===== src/rtl/divmod_pkg.sv =====
// Shared types and the restoring-division step for the divmod pipeline.
// Operand, remainder and tag widths are fixed here; every module of the
// pipeline sizes its datapath from these constants.
package divmod_pkg;

  localparam int DIVIDEND_W         = 16;
  localparam int DIVISOR_W          = 8;
  localparam int TAG_W              = 5;
  localparam int DEF_BITS_PER_STAGE = 1;
  localparam int NUM_STAGES         = DIVIDEND_W / DEF_BITS_PER_STAGE;

  // Everything one operand pair carries down the pipe.
  // rem is one bit wider than the divisor so the shifted partial remainder
  // (up to 2*divisor-1) never overflows before the compare.
  typedef struct packed {
    logic                  valid;
    logic [DIVISOR_W:0]    rem;
    logic [DIVIDEND_W-1:0] dividend_shift;
    logic [DIVIDEND_W-1:0] quotient;
    logic [DIVISOR_W-1:0]  divisor;
    logic                  neg_q;
    logic                  neg_r;
    logic                  dbz;
    logic                  ovf;
    logic [TAG_W-1:0]      tag;
  } stage_t;

  // One restoring step, MSB first: shift the next dividend bit into the
  // partial remainder, subtract the divisor when it fits, record the bit.
  // With divisor 0 every step subtracts nothing, so the quotient fills with
  // ones and the remainder ends up holding the low dividend bits.
  function automatic stage_t f_div_step(input stage_t s);
    stage_t             n;
    logic [DIVISOR_W:0] trial;
    n     = s;
    trial = {s.rem[DIVISOR_W-1:0], s.dividend_shift[DIVIDEND_W-1]};
    n.dividend_shift = {s.dividend_shift[DIVIDEND_W-2:0], 1'b0};
    if (trial >= {1'b0, s.divisor}) begin
      n.rem      = trial - {1'b0, s.divisor};
      n.quotient = {s.quotient[DIVIDEND_W-2:0], 1'b1};
    end else begin
      n.rem      = trial;
      n.quotient = {s.quotient[DIVIDEND_W-2:0], 1'b0};
    end
    return n;
  endfunction

endpackage


===== src/rtl/divmod_stage.sv =====
// One pipeline register of the divider: resolves BITS_PER_STAGE quotient
// bits on the incoming operand and holds the result with its valid bit.
module divmod_stage
  import divmod_pkg::*;
#(
  parameter int BITS_PER_STAGE = 1
) (
  input  logic   clk,
  input  logic   rst,
  input  stage_t prev,        // upstream content (valid bit included)
  input  logic   next_ready,  // downstream takes this register's content now
  output logic   ready,       // this register loads at the next edge
  output stage_t cur
);

  stage_t stepped;

  // Apply this stage's share of restoring steps to the upstream operand.
  always_comb begin
    stepped = prev;
    for (int i = 0; i < BITS_PER_STAGE; i++) begin
      stepped = f_div_step(stepped);
    end
  end

  // An empty register always loads, so bubbles collapse even while the
  // output is stalled; a full one loads only when its content moves on.
  assign ready = ~cur.valid | next_ready;

  // Stage register; an upstream bubble loads as valid=0.
  always_ff @(posedge clk or posedge rst) begin
    if (rst) begin
      cur <= '0;
    end else if (ready) begin
      cur <= stepped;
    end
  end

endmodule


===== src/rtl/divmod_pipe.sv =====
// Fully pipelined quotient/remainder unit with elastic valid/ready flow.
// Handshake: on either side a transfer happens in a cycle where valid and
// ready are both high; valid and payload stay stable until then, and
// in_ready may ripple combinationally from out_ready.
// Signed ops divide magnitudes; an extra register (SIGNED_EN=1) restores
// the signs. Divide-by-zero bypasses the sign handling entirely.
module divmod_pipe
  import divmod_pkg::*;
#(
  parameter int BITS_PER_STAGE = DIVIDEND_W / NUM_STAGES,
  parameter int SIGNED_EN      = 0
) (
  input  logic                  clk,
  input  logic                  rst,
  input  logic                  in_valid,
  output logic                  in_ready,
  input  logic [DIVIDEND_W-1:0] in_dividend,
  input  logic [DIVISOR_W-1:0]  in_divisor,
  input  logic                  in_signed,
  input  logic [TAG_W-1:0]      in_tag,
  output logic                  out_valid,
  input  logic                  out_ready,
  output logic [DIVIDEND_W-1:0] out_quotient,
  output logic [DIVISOR_W-1:0]  out_remainder,
  output logic [TAG_W-1:0]      out_tag,
  output logic                  out_div_by_zero,
  output logic                  out_overflow
);

  localparam int STAGES = DIVIDEND_W / BITS_PER_STAGE;
  localparam logic [DIVIDEND_W-1:0] DVD_MIN = {1'b1, {(DIVIDEND_W-1){1'b0}}};

  logic   sign_mode;
  logic   dvd_neg;
  logic   dvs_neg;
  logic   dbz;
  logic   ovf;
  stage_t head;
  stage_t last;
  stage_t st  [STAGES];
  logic   rdy [STAGES+1];

  // Input conditioning: magnitudes for signed ops (|MIN| fits unsigned),
  // raw operands for divide-by-zero so the remainder is the raw low bits.
  always_comb begin
    sign_mode = (SIGNED_EN != 0) && in_signed;
    dbz       = (in_divisor == '0);
    dvd_neg   = sign_mode & in_dividend[DIVIDEND_W-1];
    dvs_neg   = sign_mode & in_divisor[DIVISOR_W-1];
    ovf       = sign_mode & (in_dividend == DVD_MIN) & (in_divisor == '1);
    head                = '0;
    head.valid          = in_valid;
    head.dividend_shift = (dvd_neg & ~dbz) ? -in_dividend : in_dividend;
    head.divisor        = dvs_neg ? -in_divisor : in_divisor;
    head.neg_q          = ~dbz & (dvd_neg ^ dvs_neg);
    head.neg_r          = ~dbz & dvd_neg;
    head.dbz            = dbz;
    head.ovf            = ovf;
    head.tag            = in_tag;
  end

  assign in_ready = rdy[0];
  assign last     = st[STAGES-1];

  // Chain of division stages, each fed by its predecessor.
  for (genvar s = 0; s < STAGES; s++) begin : g_stage
    stage_t prev_s;
    if (s == 0) begin : g_head
      assign prev_s = head;
    end else begin : g_link
      assign prev_s = st[s-1];
    end
    divmod_stage #(.BITS_PER_STAGE(BITS_PER_STAGE)) u_stage (
      .clk        (clk),
      .rst        (rst),
      .prev       (prev_s),
      .next_ready (rdy[s+1]),
      .ready      (rdy[s]),
      .cur        (st[s])
    );
  end

  if (SIGNED_EN != 0) begin : g_fix
    logic                  fx_valid;
    logic [DIVIDEND_W-1:0] fx_q;
    logic [DIVISOR_W-1:0]  fx_r;
    logic [TAG_W-1:0]      fx_tag;
    logic                  fx_dbz;
    logic                  fx_ovf;

    assign rdy[STAGES] = ~fx_valid | out_ready;

    // Sign fix-up register: quotient truncates toward zero, remainder
    // follows the dividend sign. MIN/-1 needs no special case: the
    // magnitude quotient is already the MIN bit pattern.
    always_ff @(posedge clk or posedge rst) begin
      if (rst) begin
        fx_valid <= 1'b0;
        fx_q     <= '0;
        fx_r     <= '0;
        fx_tag   <= '0;
        fx_dbz   <= 1'b0;
        fx_ovf   <= 1'b0;
      end else if (rdy[STAGES]) begin
        fx_valid <= last.valid;
        fx_q     <= last.neg_q ? -last.quotient : last.quotient;
        fx_r     <= last.neg_r ? -last.rem[DIVISOR_W-1:0] : last.rem[DIVISOR_W-1:0];
        fx_tag   <= last.tag;
        fx_dbz   <= last.dbz;
        fx_ovf   <= last.ovf;
      end
    end

    assign out_valid       = fx_valid;
    assign out_quotient    = fx_q;
    assign out_remainder   = fx_r;
    assign out_tag         = fx_tag;
    assign out_div_by_zero = fx_dbz;
    assign out_overflow    = fx_ovf;
  end else begin : g_nofix
    assign rdy[STAGES]     = out_ready;
    assign out_valid       = last.valid;
    assign out_quotient    = last.quotient;
    assign out_remainder   = last.rem[DIVISOR_W-1:0];
    assign out_tag         = last.tag;
    assign out_div_by_zero = last.dbz;
    assign out_overflow    = last.ovf;
  end

  // Fields that are exhausted by the time an operand reaches the end.
  logic unused_last;
  assign unused_last = ^{last.dividend_shift, last.rem[DIVISOR_W], last.divisor,
                         last.neg_q, last.neg_r};

endmodule


===== config.mk =====
export PLATFORM = sky130hd
export DESIGN_NAME = divmod_pipe
export DESIGN_NICKNAME = d
export VERILOG_FILES = /design/src/rtl/divmod_pkg.sv /design/src/rtl/divmod_stage.sv /design/src/rtl/divmod_pipe.sv
export SDC_FILE = /design/constraint.sdc
export NUM_CORES = 2
export LEC_CHECK = 0
export CORE_MARGIN = 2
export CORE_UTILIZATION = 56
export CTS_CLUSTER_SIZE = 20
export DETAILED_ROUTE_END_ITERATION = 8
export PLACE_DENSITY = 0.77
export SETUP_SLACK_MARGIN = 0.3
export SLEW_MARGIN = 20
export SYNTH_ARGS = -nofsm -noshare
export SYNTH_HDL_FRONTEND = slang
export SYNTH_SLANG_ARGS = --single-unit

===== constraint.sdc =====
create_clock -name clk -period 21.1 [get_ports clk]
set_input_delay 4.22 -clock clk [delete_from_list [all_inputs] [get_ports clk]]
set_output_delay 4.22 -clock clk [all_outputs]
set_load 0.02 [all_outputs]

==> metrics.md <==
| Metric | Value |
|---|---|
| Status | `finished clean` |
| Io pins | `67` |
| Setup tns final | `0 ns` |
| Non-filler cells, final | `3937` |
| Final worst path period need | `11.26 ns` |
| Ys flop type | `dfrtp_1` |
| ANT cells | `0` |
| Placement Cell Area | `0.03070 mm²` |
| Logic pwr share | `0.361` |
| Slew HR | `0.3143` |
| Post-synth EDFFs | `0` |
| WP data required | `16.88 ns` |
| Max reg flops | `616` |
| Max Cap Viol | `0` |
| Synthesis-to-layout area growth | `11.56%` |
| Setup CP Type | `input port to primary output` |
| Count leader, synth | `nand2_1` |
| Slew @ Worst Pin | `1.025 ns` |
| Seq pwr share | `0.377` |
| FMAX | `88.84 MHz` |
| Worst path top cell family by delay | `buffers and inverters` |
| Fin util | `0.6284` |
| Drt wl/cell | `15.68 µm` |
| CTS H-tree depth | `3` |
| Synthesized Nets | `3342` |
| Internal cell power | `2.828 mW` |
| Worst-skew pair later-pin latency | `0.60 ns` |
| DIE AREA | `0.05450 mm²` |
| Unrepaired setup endpoints after global routing | `false` |
| Sw Share | `0.3506` |
| CTS max path bufs | `3` |
| Ys async rst share | `1.000` |
| Class of the worst hold path | `flop to flop` |
| Max FO, Critical Path | `57` |
| Post-Syn Area | `0.02948 mm²` |
| Yosys top cell area share | `0.5229` |
| Synth unique cells | `80` |
| Gr ovfl total | `0` |
| TritonRoute pass-1 iters | `6` |
| CP most frequent cell | `buf_4` |
| Placed Cells | `3822` |
| Tcrit/Tclk final | `0.5334` |
| Crit path buf inv count | `5` |
| Clock buffer count from CTS | `67` |
| Crit path cell chain | `clkdlybuf4s50_1 > nand3b_1 > buf_4 > nor3b_4 > buf_4 > nand4_1 > buf_4 > clkdlybuf4s50_1` |
| GRT Util Overall | `0.2345` |
| Clock group share of total power | `0.262` |
| Worst path arrival time | `7.04 ns` |
| Largest regs | `g_stage.u_stage.cur: 616 flops` |
| Biggest register | `g_stage.u_stage.cur` |
| DRC Markers | `0` |
| Top post-synthesis cells by count | `991 x nand2_1, 616 x dfrtp_1, 186 x o21ai_0, 171 x nor2_1, 158 x inv_1` |
| Initial Util | `0.5633` |
| Synthesis-stage register bit count | `616` |
| Synth top area cells | `dfrtp_1 52%, nand2_1 13%, ha_1 5.2%` |
| Post-CTS repair timing setup buffer count | `0` |
| P_leak | `16.17 nW` |
| Seq/Total Area, Yosys | `0.5229` |
| Routed vias | `21860` |
| Drt via density | `5.551` |
| Power per cell area | `132.4 mW/mm²` |
| Antenna Nets Post-Route | `0` |
| # rows | `84` |
| Height of the die | `233.5 µm` |
| Root Buffer | `clkbuf_16` |
| DRT iter0 DRCs | `1404` |
| First-pass GRT wire length | `105700 µm` |
| Pin count of the biggest net entering global routing | `200` |
| Post-synthesis area per instance | `9.297 µm²` |
| Cts hold-fix bufs | `0` |
| Mapped Cells | `3171` |
| VDD IR max | `64.19 µV` |
| CTS clk-pin slew, worst paths | `0.06 ns` |
| Post-Route Skew | `0.02751 ns` |
| Critical Path Start Type | `input port` |
| RD Place Congestion | `0.8968` |
| Crit end category | `primary output` |
| CTS Sinks | `616` |
| CP max stage delay | `0.70 ns` |
| Nets@finish | `3375` |
| Final count of negative-setup-slack endpoints | `0` |
| Final Hold Fails | `0` |
| Die Wd | `233.5 µm` |
| Slowest CP cell | `clkdlybuf4s50_1` |
| Largest area contributor in the synthesized netlist | `dfrtp_1` |
| Drt total wl | `61730 µm` |
| Vias in the first global route | `22440` |
| Cts repair resizes | `0` |
| Initial antenna violation count | `0` |
| Max-slew violations | `0` |
| Power Total | `4.355 mW` |
| IO Port Bufs | `64` |
| CTS tree | `yes` |
| Yosys synthesis warning count | `0` |
| Core area | `0.05234 mm²` |
| Share of layout cells above drive strength 1 | `0.08249` |
| Post-DP HPWL | `42650 µm` |
| NetSw | `1.527 mW` |
| Finished Cell Area | `0.03289 mm²` |
[power groups by stage]
stage                     combinational (mW)  sequential [mW]  clock (mW)
final                                   1.57             1.64        1.14
after global routing                    1.78             1.68        1.21
after CTS                               1.57             1.64        1.16
after detailed placement                1.56             1.66           0
after global placement                  1.49             1.65           0
after floorplan                         1.21             1.63           0
[per-stage QoR]
stage,setup slack [ns],hold WS [ns]
floorplan,8.473,0.4259
detailed placement,9.925,0.4416
global placement,9.969,0.4347
global route,9.717,0.4798
CTS,9.920,0.4572
finish,9.844,0.4590
[layout by cell type, fill, tap and decap left out, types with 8 or more instances in the layout]
| cell | instances |
|---|---|
| nand2_1 | 989 |
| dfrtp_1 | 616 |
| o21ai_0 | 186 |
| nor2_1 | 169 |
| inv_1 | 157 |
| a21oi_1 | 136 |
| ha_1 | 122 |
| mux2_2 | 85 |
| clkbuf_16 | 69 |
| clkdlybuf4s50_1 | 64 |
| mux2i_1 | 47 |
| o21a_1 | 45 |
| nor3_1 | 39 |
| nor2b_1 | 36 |
| xnor2_1 | 29 |
| nand2b_1 | 28 |
| buf_4 | 28 |
| nand3_1 | 26 |
| o31ai_1 | 24 |
| a31oi_1 | 23 |
| nand4_1 | 21 |
| and3_1 | 20 |
| or2_2 | 20 |
| o31a_1 | 18 |
| fa_1 | 15 |
| clkbuf_1 | 15 |
| a21o_1 | 14 |
| xor2_1 | 14 |
| and2_1 | 13 |
| o21bai_1 | 11 |
| clkbuf_8 | 11 |
| a211oi_1 | 10 |
| clkinv_2 | 9 |
| or4_1 | 8 |
[routing by layer]
layer / vias to the layer above / wire, µm / global-route usage
met5: - / 0 / 0
met2: 304 / 32510 / 0.4320
met3: 124 / 1581 / 0.03394
li1: 10640 / - / -
met4: 0 / 1541 / 0.07021
met1: 10790 / 26100 / 0.2837
[cell type report]
type | instances | area [µm²]
well taps | 688 | 860.8
clock buffers | 95 | 1934
flip-flops and latches | 616 | 15410
clock inverters | 19 | 206.4
fillers | 4211 | 19450
multi-input cells | 2264 | 12940
repair buffers | 97 | 932.1
inverters | 158 | 596.8
[cells by family after synthesis]
kind of cell	count (synthesis)	share of synthesized area
adders and majority gates	137	0.06196
muxes	132	0.04842
AOI/OAI and AO/OA	549	0.1171
xor gates and xnor gates	43	0.01277
DFF	616	0.5229
other	1	0.0001272
and+or+nand+nor	1402	0.1978
buffers and inverters	291	0.03892
[worst paths after layout]
kind / start / endpoint / slack [ns] / cells after the start
hold reg to reg: g_stage[6].u_stage.cur[58] / g_stage[7].u_stage.cur[58] / 0.46 / 1
hold / removal: g_stage[6].u_stage.cur[58] / g_stage[7].u_stage.cur[58] / 0.46 / 1
max in group asynchronous: rst / g_stage[1].u_stage.cur[41] / 13.97 / 6
setup / recovery: out_ready / in_ready / 9.84 / 8
min in group asynchronous: rst / g_stage[10].u_stage.cur[16] / 4.16 / 2
setup reg to reg: g_stage[14].u_stage.cur[58] / g_stage[3].u_stage.cur[56] / 17.53 / 9
[worst register-to-register path: stages (launching register included)]
cell and delay [ns]:
dfrtp_1 0.43, nand3b_1 0.10, buf_4 0.29, nor3b_4 0.24
buf_4 0.50, and2_1 0.23, buf_4 0.41, nand2_2 0.69
o2111ai_1 0.39, o21ai_0 0.13
Power figures use the tool's default switching activity.
